[config.mk]
export PLATFORM = sky130hd
export DESIGN_NAME = conv_sched
export DESIGN_NICKNAME = d
export VERILOG_FILES = /design/src/rtl/conv_sched.sv
export SDC_FILE = /design/constraint.sdc
export NUM_CORES = 1
export LEC_CHECK = 0
export BUFFER_PORTS_ARGS = -buffer_cell sky130_fd_sc_hd__buf_2
export CAP_MARGIN = 10
export CORE_MARGIN = 2
export CORE_UTILIZATION = 58
export DETAILED_ROUTE_END_ITERATION = 12
export PLACE_DENSITY = 0.9
export SYNTH_ARGS = -nofsm -noshare
export SYNTH_HDL_FRONTEND = slang
export SYNTH_SLANG_ARGS = --single-unit
[constraint.sdc]
create_clock -name clk -period 3.1 [get_ports clk]
set_input_delay 0.155 -clock clk [delete_from_list [all_inputs] [get_ports clk]]
set_output_delay 0.155 -clock clk [all_outputs]
set_load 0.1 [all_outputs]
[src/rtl/conv_sched.sv]
// Frame scheduler: a period timer starts conv -> tran -> send handshake chains,
// with overrun counting and a per-state watchdog that parks the block in ERROR.
module conv_sched #(
  parameter int PERIOD_W = 24,
  parameter int TIMEOUT  = 1000000,
  parameter int CNT_W    = 16
) (
  input  logic                clk,
  input  logic                rst,
  input  logic                enable,
  input  logic [PERIOD_W-1:0] period,
  output logic                fs_conv,
  input  logic                fd_conv,
  output logic                fs_tran,
  input  logic                fd_tran,
  output logic                fs_send,
  input  logic                fd_send,
  output logic                busy,
  output logic [CNT_W-1:0]    frame_cnt,
  output logic [CNT_W-1:0]    overrun_cnt,
  output logic                timeout_err,
  output logic [1:0]          err_stage
);

  localparam int WD_W = (TIMEOUT > 2) ? $clog2(TIMEOUT) : 1;
  localparam logic [WD_W-1:0] WD_LAST = WD_W'(TIMEOUT - 1);

  typedef enum logic [2:0] {
    S_IDLE,
    S_CONV_REQ,
    S_CONV_REL,
    S_TRAN_REQ,
    S_TRAN_REL,
    S_SEND_REQ,
    S_SEND_REL,
    S_ERROR
  } state_t;

  state_t              r_state;
  state_t              w_next;
  logic [PERIOD_W-1:0] r_timer;
  logic                r_en_d;
  logic [WD_W-1:0]     r_wdog;
  logic                r_fs_conv, r_fs_tran, r_fs_send, r_busy;
  logic [CNT_W-1:0]    r_frame_cnt, r_overrun_cnt;
  logic                r_timeout_err;
  logic [1:0]          r_err_stage;

  logic [PERIOD_W-1:0] w_term;
  logic                w_tick;
  logic [1:0]          w_stage_code;
  logic                w_fd_act;
  logic                w_in_hs;
  logic                w_frame_inc;

  // Period 0 and 1 share terminal value 0, i.e. a tick every enabled cycle.
  assign w_term = (period > PERIOD_W'(1)) ? period - PERIOD_W'(1) : '0;
  assign w_tick = enable & (~r_en_d | (r_timer >= w_term));

  // NOTE: state registers use non-blocking assignments and an asynchronous
  // active-low reset so every flop clears without waiting for a clock edge.
  always_ff @(posedge clk or negedge rst) begin
    if (!rst) begin
      r_timer <= '0;
      r_en_d  <= 1'b0;
    end else begin
      r_en_d <= enable;
      if (!enable || w_tick) r_timer <= '0;
      else                   r_timer <= r_timer + PERIOD_W'(1);
    end
  end

  // NOTE: every signal driven here gets a default first so no latch is inferred.
  always_comb begin
    w_stage_code = 2'd0;
    w_fd_act     = 1'b0;
    case (r_state)
      S_CONV_REQ, S_CONV_REL: begin w_stage_code = 2'd1; w_fd_act = fd_conv; end
      S_TRAN_REQ, S_TRAN_REL: begin w_stage_code = 2'd2; w_fd_act = fd_tran; end
      S_SEND_REQ, S_SEND_REL: begin w_stage_code = 2'd3; w_fd_act = fd_send; end
      default: ;
    endcase
  end

  assign w_in_hs = (w_stage_code != 2'd0);

  always_comb begin
    w_next      = r_state;
    w_frame_inc = 1'b0;
    case (r_state)
      S_IDLE:     if (w_tick)    w_next = S_CONV_REQ;
      S_CONV_REQ: if (w_fd_act)  w_next = S_CONV_REL;
      S_CONV_REL: if (!w_fd_act) w_next = S_TRAN_REQ;
      S_TRAN_REQ: if (w_fd_act)  w_next = S_TRAN_REL;
      S_TRAN_REL: if (!w_fd_act) w_next = S_SEND_REQ;
      S_SEND_REQ: if (w_fd_act)  w_next = S_SEND_REL;
      S_SEND_REL: if (!w_fd_act) begin
        w_next      = S_IDLE;
        w_frame_inc = 1'b1;
      end
      S_ERROR:    if (!enable)   w_next = S_IDLE;
      default:                   w_next = S_IDLE;
    endcase
    // The watchdog overrides any handshake progress in the same cycle.
    if (w_in_hs && (r_wdog == WD_LAST)) begin
      w_next      = S_ERROR;
      w_frame_inc = 1'b0;
    end
  end

  always_ff @(posedge clk or negedge rst) begin
    if (!rst) begin
      r_state       <= S_IDLE;
      r_wdog        <= '0;
      r_fs_conv     <= 1'b0;
      r_fs_tran     <= 1'b0;
      r_fs_send     <= 1'b0;
      r_busy        <= 1'b0;
      r_frame_cnt   <= '0;
      r_overrun_cnt <= '0;
      r_timeout_err <= 1'b0;
      r_err_stage   <= 2'd0;
    end else begin
      r_state   <= w_next;
      r_fs_conv <= (w_next == S_CONV_REQ);
      r_fs_tran <= (w_next == S_TRAN_REQ);
      r_fs_send <= (w_next == S_SEND_REQ);
      r_busy    <= (w_next != S_IDLE);

      if ((w_next != r_state) || !w_in_hs) r_wdog <= '0;
      else                                 r_wdog <= r_wdog + WD_W'(1);

      if (w_frame_inc) r_frame_cnt <= r_frame_cnt + CNT_W'(1);

      if (w_tick && (r_state != S_IDLE) && (r_overrun_cnt != {CNT_W{1'b1}}))
        r_overrun_cnt <= r_overrun_cnt + CNT_W'(1);

      if ((w_next == S_ERROR) && (r_state != S_ERROR)) begin
        r_timeout_err <= 1'b1;
        r_err_stage   <= w_stage_code;
      end else if ((r_state == S_ERROR) && (w_next == S_IDLE)) begin
        r_timeout_err <= 1'b0;
        r_err_stage   <= 2'd0;
      end
    end
  end

  assign fs_conv     = r_fs_conv;
  assign fs_tran     = r_fs_tran;
  assign fs_send     = r_fs_send;
  assign busy        = r_busy;
  assign frame_cnt   = r_frame_cnt;
  assign overrun_cnt = r_overrun_cnt;
  assign timeout_err = r_timeout_err;
  assign err_stage   = r_err_stage;

endmodule

---- Yosys cells after proc, flatten, opt, wreduce, memory -nomap -nowiden ----
Cells that the tools add are included.
operators by class
  add/subtract/negate cells ............... 5
  order comparisons ....................... 2
  equal/unequal tests ..................... 15
  mux-type cells .......................... 22
  bitwise logic cells ..................... 3
  reduce and logical (&&, ||, !) cells .... 18
operator list
  operator                                              number
  2-to-1 mux 24 bit                                     2
  adder 16 x 1 -> 16 bit (second input constant)        2
  2-to-1 mux 3 bit                                      9
  adder 24 x 1 -> 24 bit (second input constant)        1
  >= comparator 24 bit                                  1
  > comparator 24 x 1 -> 1 bit (second input constant)  1
  case mux 3 bit (8 select lines)                       1
  subtractor 24 x 1 -> 24 bit (second input constant)   1
  adder 20 x 1 -> 20 bit (second input constant)        1
  equality test 20 bit (second input constant)          1
  2-to-1 mux 20 bit                                     1
  equality test 3 bit (second input constant)           6
  != test 16 bit (second input constant)                1
  equality test 3 x 2 -> 1 bit (second input constant)  3
  equality test 3 x 1 -> 1 bit (second input constant)  2
  logical NOT 3 bit                                     2
  case mux 2 bit (3 select lines)                       1
  nonzero test 3 bit                                    2
  OR reduction 2 bit                                    3
  logical AND 1 bit                                     5
  2-to-1 mux 1 bit                                      5
  2-to-1 mux 2 bit                                      2
  nonzero test 2 bit                                    2
  != test 3 bit                                         1
  other kinds (7)                                       9
word-level totals
  flip-flop bits (word level) ............. 87
  input bits .............................. 30
  output and inout bits ................... 39
  logic and storage cells ................. 77

---- Logic depth before layout (Yosys ltp) ----
  depth after elaboration ................. 12
  mapped depth ............................ 17

---- Least setup slack after synthesis ----
OpenSTA, ideal clock, no wires.
  path type ............................... input port to flip-flop
  start point ............................. input period[9]
  end point ............................... register r_overrun_cnt[1] (netlist: overrun_cnt[1])
  setup time .............................. 0.126 ns
  data arrival time ....................... 3.262 ns
  required time ........................... 2.974 ns
  setup slack ............................. -0.288 ns
  stages .................................. 16
  path buffers ............................ 2
  cell sequence ........................... or4_4 -> nor2_2 -> nand2_1 -> nor4_4 -> nand2_1 -> buf_4 -> buf_6 -> nand2_1 -> ha_1 -> a21oi_1 -> o21ai_0 -> a22oi_1 -> nor4b_1 -> nand2_1 -> nand3_1 -> mux2_2
on the way
  word-level cells in the longest chain between the ends .. 7
ends and longest elaborated chain
  what                                                                         line  RTL
  start: declaration                                                           11    input logic [PERIOD_W-1:0] period,
  subtractor 24 x 1 -> 24 bit or > comparator 24 x 1 -> 1 bit (tied branches)  57    assign w_term = (period > PERIOD_W'(1)) ? period - PERIOD_W'(1) : '0;
  2-to-1 mux 24 bit *                                                          57
  >= comparator 24 bit *                                                       58    assign w_tick = enable & (~r_en_d | (r_timer >= w_term));
  OR 1 bit *                                                                   58
  AND 1 bit *                                                                  58
  logical AND 1 bit * (2 in series)                                            135   if (w_tick && (r_state != S_IDLE) && (r_overrun_cnt != {CNT_W{1'b1}}))
  end signal: assignment                                                       136   r_overrun_cnt <= r_overrun_cnt + CNT_W'(1);
  end: declaration                                                             45    logic [CNT_W-1:0] r_frame_cnt, r_overrun_cnt;
Every way passes the cells marked *; elsewhere a longest branch is shown, timed or not.
A chain may end at the register's enable or synchronous reset.

---- Worst setup path in the final report ----
  start point ............................. input period[9]
  end point ............................... register r_overrun_cnt[12] (netlist: overrun_cnt[12])
Same word-level chain as after synthesis.

==> results.yml <==
worst_setup_path:
  crit_arrival_ns: 3.64
  ff2ff_setup_slack_ns: 0.56
  r2r_start: "r_timer[0]"
  cp-end-kind: "register"
  start_kind: "input port"
  crit_fanout: 4
  critPathKind: "input port to register"
  r2r_end: "overrun_cnt[1]"
  cp.required_ns: 3.36
  ff2ff_path_depth: 10
clock_tree:
  clock_path_buffers: 2
  cts_root_buffer: "clkbuf_8"
  clk_pin_slew_worst_paths_ns: 0.10
  clk_latency_ns: 0.37
  cts_max_level: 3
  ctsHoldBuffers: 0
  cts_num_sinks: 87
  cts_tree: "yes"
  cts-buffers-inserted: 9
yosys:
  syn_avg_cell_area_sq_um: 9.25
  synth-main-ff-cell: "dfrtp_1"
  ys_ff_latch: 87
  seq_area_frac_synth_pct: 41.8
  yosys-top-cells-count: "87 x dfrtp_1, 72 x nor2_1, 56 x nand2_1"
  synth_edf_count: 0
  yosys_warnings: 0
  ys_async_sr_fraction_pct: 100
  synth_most_common_cell: "dfrtp_1"
  syn_nets: 623
  netlist_area_sq_mm: 0.00521
  synth.area.top_cells: "dfrtp_1 42%, xor2_1 7.4%, ha_1 7.2%"
  synthCells: 563
  synth_area_leader_cell: "dfrtp_1"
  synth_top_area_share_pct: 41.8
  synth.distinct_cells: 53
route:
  wl_per_cell_microns: 18.6
  drtIter0Drc: 362
  antenna_left: 0
  vias_per_cell: 6.13
  drc: 0
  routed_wl_microns: 14800
  dr.pass1.iters: 5
  vias: 4869
place:
  globalplace.congestion: 0.883
  io_buffers: 68
  dpl_cell_area_sq_mm: 0.00610
  dpl.hpwl_microns: 9060
  place_inst: 765
sta:
  slew_viol_final: 0
  tightestPinTransition_ns: 1.07
  holdWs_ns: -0.0299
  finClkSkew_ns: 0.0143
  period_share_pct: 109
  max_freq_mhz: 296
  timing.final.ws_setup_ns: -0.278
  rsz0062_at_grt: "true"
  final_hold_viol_count: 35
  max-slew-margin-rel_pct: 28.9
  setup_violations: 45
  fin_crit_ns: 3.38
finish:
  design_area_sq_mm: 0.00682
  drive_above_1_share_pct: 32.2
  antenna_cells: 0
  fill_cells: 494
  area_delta_synth_final_pct: 31.0
  nets: 741
  fin_cells: 794
hold_path:
  hold_class: "input port to async pin"
outcome:
  failed_checks: "negative hold slack, negative setup slack"
  status: "finished, violations left"
power:
  power.leakage_nw: 3.16
  power_frac_comb_pct: 41.1
  power.internal_mw: 1.93
  powerDensity_mw_per_mm2: 544
  finalPower_mw: 3.72
  swShare_pct: 48.1
  p_sw_mw: 1.79
  ir_worst_vdd_mv: 0.774
  clkPwrFrac_pct: 19.9
  seqPwrFrac_pct: 38.9
grt:
  grtUsageTotal_pct: 28.8
  grt_antenna_before_repair: 0
  grt-ovfl-total: 0
  grt_pass1_vias: 4945
  grt_pass1_wl_microns: 22700
  grt_max_degree: 88
die:
  fp.dieW_microns: 98.8
  ios: 69
  die_h_microns: 98.8
  placement_rows: 34
  start_util_pct: 59.7
  die-area_sq_mm: 0.00976
  core_sq_mm: 0.00872
job:
  max-cap-violations: 0
-- cell families after synthesis --
| group | share of synthesized area, % |
|---|---|
| AO/OA/AOI/OAI | 5.64 |
| XOR/XNOR | 14.3 |
| buffers and inverters | 2.59 |
| adder cells (fa/ha/maj) | 7.20 |
| AND/OR/NAND/NOR | 27.3 |
| multiplexers | 1.22 |
| flip-flops | 41.8 |
-- area by class of cell --
class	instances	area (sq um)	area share, %
Sequential cell	87	2180	31.9
Tap cell	108	135	1.98
Multi-Input combinational cell	445	3430	50.3
Inverter	13	48.8	0.715
Clock inverter	7	55.1	0.807
Timing Repair Buffer	125	853	12.5
Clock buffer	9	124	1.82
-- through the flow --
stage | utilization, % | setup TNS (ns) | setup WS, ns | hold slack (ns)
2_1_floorplan | - | -1.16 | -0.100 | -0.141
3_3_place_gp | 70.0 | -12.81 | -0.450 | 0.400
3_5_place_dp | 70.0 | -20.19 | -0.625 | 0.412
4_1_cts | 74.7 | -1.32 | -0.128 | 0.0140
5_1_grt | 78.2 | -11.86 | -0.383 | 0.0558
6_report | 78.2 | -6.88 | -0.278 | -0.0299
-- cell usage in the layout, fill, tap and decap left out, types with 4 or more instances in the layout --
| cell type | instances |
|---|---|
| nand3_1 | 34 |
| nand4_1 | 30 |
| nor2_4 | 18 |
| buf_6 | 10 |
| nor2_2 | 7 |
| inv_1 | 13 |
| buf_4 | 48 |
| ha_1 | 22 |
| clkbuf_8 | 9 |
| xnor2_1 | 40 |
| a21oi_1 | 12 |
| nor2_1 | 48 |
| nor4_4 | 4 |
| nand2_2 | 7 |
| xor2_1 | 41 |
| dfrtp_1 | 87 |
| o21ai_0 | 14 |
| nor2b_1 | 4 |
| nor3_1 | 11 |
| and3_1 | 23 |
| ha_4 | 8 |
| nand2_1 | 47 |
| buf_2 | 64 |
-- timing repair --
action | in CTS | in global routing
setup endpoints to repair | 38 | 45
setup buffers | 8 | 4
pin swaps | 15 | 40
gates cloned | 1 | 1
resized for setup | 30 | 61
hold endpoints to repair | 0 | 0
-- state kept, by name (all words and copies together), names as in the netlist, 2 cells and up --
name,count
frame_cnt,16
r_wdog,20
r_state,3
err_stage,2
overrun_cnt,16
r_timer,24
-- power groups by stage --
stage          Combinational (mW)  Sequential, mW  Clock [mW]
6_report                     1.53            1.45       0.741
5_1_grt                      1.62            1.46       0.798
4_1_cts                      1.49            1.43       0.737
3_5_place_dp                 1.43            1.45           0
3_3_place_gp                 1.39            1.44           0
2_1_floorplan               0.558            1.99           0
-- routing by layer --
metal	GRT usage, %	share of wire [%]	wire length (microns)	vias to the layer above
met4	12.8	3.7	546	0
met5	0	0	0	-
met3	5.25	5.3	781	61
li1	-	-	-	2201
met2	51.2	53	7800	215
met1	33.8	38	5660	2392
-- worst max path at each step --
stage / startpoint / to / slack (ns) / cells past startpoint
global placement: period[9] / overrun_cnt[12] / -0.45 / 15
detailed placement: period[5] / overrun_cnt[12] / -0.62 / 16
CTS: period[8] / overrun_cnt[1] / -0.13 / 18
global route: period[9] / busy / -0.38 / 18
floorplan: period[9] / overrun_cnt[5] / -0.10 / 16
finish: period[9] / overrun_cnt[12] / -0.28 / 16
-- worst max-delay path, stage by stage --
cell and delay (ns):
buf_6 0.09, or4_4 0.55, nor2_4 0.16, nand3_4 0.09
or2_4 0.29, nor4_4 0.15, xor2_1 0.23, nand2_2 0.09
ha_4 0.28, nand4_1 0.26, nor3_4 0.31, a22oi_2 0.12
nor4b_4 0.15, nand2_2 0.13, nand4_1 0.20, mux2_4 0.36
(Power assumes the default switching activity.)
